`config.mk`:
```
export PLATFORM = sky130hd
export DESIGN_NAME = alu_result_pipe
export DESIGN_NICKNAME = d
export VERILOG_FILES = /design/src/rtl/alu_result_pipe.sv
export SDC_FILE = /design/constraint.sdc
export NUM_CORES = 1
export LEC_CHECK = 0
export CAP_MARGIN = 20
export CORE_MARGIN = 8
export CORE_UTILIZATION = 25
export DETAILED_ROUTE_END_ITERATION = 10
export SETUP_SLACK_MARGIN = 0.15
export SLEW_MARGIN = 10
export SYNTH_ARGS = -nofsm -noshare
export SYNTH_HDL_FRONTEND = slang
export SYNTH_SLANG_ARGS = --single-unit
```
`constraint.sdc`:
```
create_clock -name clk -period 5.45 [get_ports clk]
set_input_delay 1.09 -clock clk [delete_from_list [all_inputs] [get_ports clk]]
set_output_delay 1.09 -clock clk [all_outputs]
set_load 0.005 [all_outputs]
```
`src/rtl/alu_result_pipe.sv`:
```
// ALU result-select register: picks src0/src1/src2 by opcode into a valid/ready
// output stage, maintains Z/N/V flags and counts illegal opcodes.
//
// Ports:
//   clk, rst_n (sync, active low)
//   in_valid/in_ready, opcode, src0..src2, add_ovf    : execute-side input
//   out_valid/out_ready, out_data, out_opcode          : writeback-side output
//   flag_z/flag_n/flag_v                               : flag register
//   err_sticky, err_count, err_clr                     : illegal-opcode tracking
//
// Build option: define ALU_RESULT_SKID_EN for a 2-entry skid buffer with a
// registered in_ready; otherwise a single output register is used.
module alu_result_pipe #(
  parameter int WIDTH    = 16,
  parameter int OPCODE_W = 4,
  parameter int CNT_W    = 8
) (
  input  logic                clk,
  input  logic                rst_n,
  input  logic                in_valid,
  output logic                in_ready,
  input  logic [OPCODE_W-1:0] opcode,
  input  logic [WIDTH-1:0]    src0,
  input  logic [WIDTH-1:0]    src1,
  input  logic [WIDTH-1:0]    src2,
  input  logic                add_ovf,
  output logic                out_valid,
  input  logic                out_ready,
  output logic [WIDTH-1:0]    out_data,
  output logic [OPCODE_W-1:0] out_opcode,
  output logic                flag_z,
  output logic                flag_n,
  output logic                flag_v,
  output logic                err_sticky,
  output logic [CNT_W-1:0]    err_count,
  input  logic                err_clr
);

  localparam logic [OPCODE_W-1:0] OP_ADD = OPCODE_W'(4'b0000);
  localparam logic [OPCODE_W-1:0] OP_SUB = OPCODE_W'(4'b0001);
  localparam logic [OPCODE_W-1:0] OP_XOR = OPCODE_W'(4'b0010);
  localparam logic [OPCODE_W-1:0] OP_RED = OPCODE_W'(4'b0011);
  localparam logic [OPCODE_W-1:0] OP_PAD = OPCODE_W'(4'b0111);

  logic             is_addsub;
  logic             is_logic;
  logic             is_pad;
  logic             legal;
  logic [WIDTH-1:0] sel_data;
  logic             accept;
  logic             push;
  logic             bad;

  always_comb begin
    is_addsub = (opcode == OP_ADD) || (opcode == OP_SUB);
    is_logic  = (opcode == OP_XOR) || (opcode == OP_RED);
    is_pad    = (opcode == OP_PAD);
    legal     = is_addsub || is_logic || is_pad;
    sel_data  = '0;
    unique case (1'b1)
      is_addsub: sel_data = src0;
      is_logic:  sel_data = src1;
      is_pad:    sel_data = src2;
      default:   sel_data = '0;
    endcase
  end

  assign accept = in_valid && in_ready;
  assign push   = accept && legal;
  assign bad    = accept && !legal;

  // Flags and error tracking
  logic             z_q, z_d;
  logic             n_q, n_d;
  logic             v_q, v_d;
  logic             sticky_q, sticky_d;
  logic [CNT_W-1:0] cnt_q, cnt_d;

  always_comb begin
    z_d      = z_q;
    n_d      = n_q;
    v_d      = v_q;
    sticky_d = sticky_q;
    cnt_d    = cnt_q;
    if (push) begin
      z_d = (sel_data == '0);
      if (is_addsub) begin
        n_d = sel_data[WIDTH-1];
        v_d = add_ovf;
      end
    end
    // Clear first so a same-cycle illegal accept lands on a fresh count.
    if (err_clr) begin
      sticky_d = 1'b0;
      cnt_d    = '0;
    end
    if (bad) begin
      sticky_d = 1'b1;
      if (cnt_d != '1) cnt_d = cnt_d + CNT_W'(1);
    end
  end

  always_ff @(posedge clk) begin
    if (!rst_n) begin
      z_q      <= 1'b0;
      n_q      <= 1'b0;
      v_q      <= 1'b0;
      sticky_q <= 1'b0;
      cnt_q    <= '0;
    end else begin
      z_q      <= z_d;
      n_q      <= n_d;
      v_q      <= v_d;
      sticky_q <= sticky_d;
      cnt_q    <= cnt_d;
    end
  end

  assign flag_z     = z_q;
  assign flag_n     = n_q;
  assign flag_v     = v_q;
  assign err_sticky = sticky_q;
  assign err_count  = cnt_q;

`ifdef ALU_RESULT_SKID_EN
  // Two-entry FIFO: head feeds the output, tail catches the entry that
  // arrives while the head is stalled.
  logic [1:0]          fill_q, fill_d;
  logic [WIDTH-1:0]    hd_q, hd_d;
  logic [OPCODE_W-1:0] ho_q, ho_d;
  logic [WIDTH-1:0]    td_q, td_d;
  logic [OPCODE_W-1:0] to_q, to_d;
  logic                pop;

  assign in_ready = rst_n && (fill_q != 2'd2);
  assign pop      = (fill_q != 2'd0) && out_ready;

  always_comb begin
    fill_d = fill_q;
    hd_d   = hd_q;
    ho_d   = ho_q;
    td_d   = td_q;
    to_d   = to_q;
    unique case (fill_q)
      2'd0: begin
        if (push) begin
          hd_d   = sel_data;
          ho_d   = opcode;
          fill_d = 2'd1;
        end
      end
      2'd1: begin
        if (push && pop) begin
          hd_d = sel_data;
          ho_d = opcode;
        end else if (push) begin
          td_d   = sel_data;
          to_d   = opcode;
          fill_d = 2'd2;
        end else if (pop) begin
          fill_d = 2'd0;
        end
      end
      2'd2: begin
        if (pop) begin
          hd_d   = td_q;
          ho_d   = to_q;
          fill_d = 2'd1;
        end
      end
      default: fill_d = 2'd0;
    endcase
  end

  always_ff @(posedge clk) begin
    if (!rst_n) begin
      fill_q <= 2'd0;
      hd_q   <= '0;
      ho_q   <= '0;
      td_q   <= '0;
      to_q   <= '0;
    end else begin
      fill_q <= fill_d;
      hd_q   <= hd_d;
      ho_q   <= ho_d;
      td_q   <= td_d;
      to_q   <= to_d;
    end
  end

  assign out_valid  = (fill_q != 2'd0);
  assign out_data   = hd_q;
  assign out_opcode = ho_q;
`else
  logic                vld_q, vld_d;
  logic [WIDTH-1:0]    dat_q, dat_d;
  logic [OPCODE_W-1:0] op_q, op_d;

  assign in_ready = rst_n && (!vld_q || out_ready);

  always_comb begin
    vld_d = vld_q;
    dat_d = dat_q;
    op_d  = op_q;
    if (vld_q && out_ready) vld_d = 1'b0;
    if (push) begin
      vld_d = 1'b1;
      dat_d = sel_data;
      op_d  = opcode;
    end
  end

  always_ff @(posedge clk) begin
    if (!rst_n) begin
      vld_q <= 1'b0;
      dat_q <= '0;
      op_q  <= '0;
    end else begin
      vld_q <= vld_d;
      dat_q <= dat_d;
      op_q  <= op_d;
    end
  end

  assign out_valid  = vld_q;
  assign out_data   = dat_q;
  assign out_opcode = op_q;
`endif

endmodule

```
==> key figures <==
Route
  – Via count of the routed design: ~1,800
  – Number of vias per cell: 4.707
  – Number of antenna-violating nets in the routed design: 0
  – Routed Wire Length: between 5 and 6 mm
  – Detailed-router iteration count before antenna repair: 4
  – Initial detailed-routing violation count: 54
  – Number of design rule violations left after detail routing: 0
  – Routed len/inst: roughly 15 um

Worst setup path
  – Kind of launch point of the worst setup path: input port
  – Endpoint type of the worst setup path: output pin
  – Worst EP required: between 4000 and 5000 ps
  – Beginning of the worst register-to-register path: err_count[0]$_SDFF_PN0_
  – Worst-path fanout max: 35
  – FF-to-FF path depth: 7
  – Critical R2R Capture: err_count[0]$_SDFF_PN0_
  – Flop-to-flop setup slack: about 3300 ps
  – Data arrival time of the critical path: 2540 ps
  – WS Path Type: in2out

CTS
  – CTS clock-pin slew for the worst setup and hold paths: about 70 ps
  – Buffer levels on the longest clock path: 2
  – Clock buffer count from CTS: 5
  – Clock tree from TritonCTS: yes
  – Total setup buffers inserted after CTS: 0
  – Resized cells post-CTS: 0
  – Hold_buf cts: 0
  – H-tree depth reported by CTS: 2
  – Clock sinks: 33
  – Clock insertion delay at the later pin of the skew report: roughly 270 ps
  – Cell at the root of the clock tree: clkbuf_8

Floorplan
  – Placeable core area: just over 7000 um2
  – Height of the die: 101.3 um
  – Die extent in x: around 100 um
  – Starting Density: 25.51%
  – Floorplan die area: ~10,000 um2
  – Top Ports: 92
  – Row cnt: 31

Hold path
  – Number of instances on the worst hold path: 2
  – Worst min path class: reg2reg
  – WHS Endpoint: out_opcode[0]$_SDFFE_PN0P_
  – Startpoint of the lowest-slack hold path: out_opcode[0]$_SDFFE_PN0P_

Synth
  – Adder-Cell Fraction of Synth Area: 0.6873%
  – Compound-gate portion of the synthesized area: between 20% and 30%
  – Gate count after technology mapping: a little over 200
  – Post-synth cell types: 36
  – Synthesized area: 1820 um2
  – XOR/XNOR Fraction of Synth Area: ~1.9%
  – Simple logic cell fraction of the synthesized area: roughly 24%
  – Count of warnings emitted by yosys: 0
  – Sequential cell area fraction in the yosys report: a little over a third
  – Flops & latches, synth: 33
  – Largest family of logic cells by synthesized area: simple AND/OR/NAND/NOR gates
  – Post-Syn Area per Cell: 8.795 um2
  – Net count after synthesis: approximately 270
  – Portion of netlist area occupied by mux cells: 11.55%

Flow run
  – Maxcap violations: 0

Pwr
  – Peak ir drop on the vdd network: roughly 0.11 mV
  – Flop pwr share: around 46%
  – Internal portion of total power: between 0.4 and 0.5 mW
  – Share of power burned in the clock network: around a third
  – Areal power density over the cells: 188.4 nW/um2
  – Leakage power: 1.173 nW
  – Combinational fraction of design power: between 10% and 20%
  – Switching power as a share of total power: 23.86%
  – Net switching power of the design: between 0.1 and 0.15 mW

STA
  – Fin crit period: around 3600 ps
  – Tightest slew margin relative to the limit: between 30% and 40%
  – RSZ-0062 raised after global routing: false
  – Max Freq: 0.2758 GHz
  – Tightest hold margin: 467.7 ps
  – Setup violators final: 0
  – Worst setup skew after layout: just under 4 ps
  – Slew of the pin with the lowest slew margin: approximately 960 ps
  – Count of pins over their slew limit: 0
  – Worst setup margin: about 1800 ps
  – Final total negative setup slack: 0 ps
  – Hold Vio Cnt, Final: 0
  – Fraction of the cycle the final worst path needs: around 67%

Place
  – Routability-driven placement congestion ratio: roughly 0.76
  – Buffers on Ports: between 90 and 100
  – Number of cells after detailed placement: between 300 and 400
  – Final HPWL DP: around 4.7 mm
  – Setup slack after placement: around 1800 ps

Cells and area
  – Antenna diode instance count: 0
  – Share of cells above drive strength 1: under 10%
  – Final core utilization: between 40 and 50%
  – Area Growth Syn to Fin: 58.69%
  – Most frequent standard cell in the layout excluding fill and tap cells: clkdlybuf4s50_1
  – Nets: approximately 350
  – Number of cells in the finished layout apart from fillers: 392
  – Commonest cells after routing, fill and taps aside: clkdlybuf4s50_1 (91), dfxtp_1 (33), nand2_1 (23), mux2i_1 (21), o211a_1 (14)

Global route
  – Maximum number of pins on one net before global-route repair: 36
  – Overall global routing resource usage: between 10% and 20%
  – GRT Residual Overflow: 0
  – First-pass GRT wire length: 9.763 mm
  – Antenna violations before repair: 0
  – Via count of the first global-routing pass: between 1,500 and 2,000

Run status
  – Run status: complete, no violations
-- metrics by stage --
step	total power, mW	instance area [um2]
6_report	0.5444	2889
5_1_grt	0.5758	2889
4_1_cts	0.5557	2889
3_5_place_dp	0.3664	2803
3_3_place_gp	0.3659	2803
2_1_floorplan	0.2970	1821
-- worst max-delay path by stage --
stage | start | cells after the start | endpoint | slack, ps
final | rst_n | 4 | in_ready | 1820
after global placement | rst_n | 4 | in_ready | 1820
after CTS | rst_n | 4 | in_ready | 1800
after detailed placement | rst_n | 4 | in_ready | 1820
after floorplan | rst_n | 3 | in_ready | 2670
after global routing | rst_n | 4 | in_ready | 1750
-- metal layers --
metal / track usage, % / wire length, um / up-vias
li1: - / - / 928
met5: 0 / 0 / -
met3: 5.017 / 523 / 4
met1: 14.08 / 2655 / 858
met2: 19.79 / 2764 / 55
met4: 2.864 / 42 / 0
-- cells in the mapped netlist --
library cell	n	area, um2
or4_1	3	22.52
nor4_1	7	43.79
clkbuf_1	11	41.29
o211a_1	14	140.1
ha_1	1	12.51
buf_6	3	33.78
nor3b_1	2	15.01
a311oi_1	1	8.760
and4b_1	1	10.01
or2_2	1	6.260
buf_2	1	5.000
xnor2_1	3	26.28
o2bb2ai_1	1	8.760
a311o_1	1	10.01
o211ai_1	13	97.59
dfxtp_1	33	660.6
o21ai_0	2	10.01
o2bb2ai_2	1	15.01
o2111ai_1	1	8.760
nand2b_1	5	31.28
o21ai_2	1	8.760
a21boi_0	6	45.04
nand3b_1	1	7.510
nand4_1	1	6.260
or3_1	3	18.77
nor2b_1	6	37.54
a21oi_1	3	15.01
nor3_1	7	35.03
nand2_1	23	86.33
and2_1	4	25.02
and3_1	2	12.51
nand3_1	8	40.04
mux2i_1	21	210.2
xor2_1	1	8.760
nor2_1	12	45.04
inv_1	3	11.26
-- flip-flops by register name, summed over array words and instances (netlist names) --
register,flops
flag_n,1
err_count,8
out_valid,1
out_data,16
flag_v,1
flag_z,1
out_opcode,4
err_sticky,1
-- cell type report --
type,count,area (um2)
Clock buffer,7,86.33
Fill cell,752,4248
Inverter,3,11.26
Multi-Input combinational cell,156,1074
Sequential cell,33,660.6
Tap cell,99,123.9
Timing Repair Buffer,94,933.4
-- power by group through the flow --
stage / registers [mW] / clock network (mW) / logic, mW
floorplan: 0.257 / 0 / 0.0399
CTS: 0.251 / 0.194 / 0.110
global route: 0.252 / 0.205 / 0.119
global placement: 0.257 / 0 / 0.109
finish: 0.251 / 0.185 / 0.108
detailed placement: 0.257 / 0 / 0.110
-- cells by family after synthesis --
| logic type | Yosys count |
|---|---|
| AO/OA/AOI/OAI | 44 |
| XOR/XNOR | 4 |
| AND/OR/NAND/NOR | 86 |
| buffers and inverters | 18 |
| flip-flops | 33 |
| multiplexers | 21 |
| adder cells (fa/ha/maj) | 1 |
-- worst max-delay path: stages --
cell and delay, ps:
clkdlybuf4s50_1 460, buf_4 310, and2_1 180, clkdlybuf4s50_1 500
No activity file was read; power rests on OpenSTA's default activity.
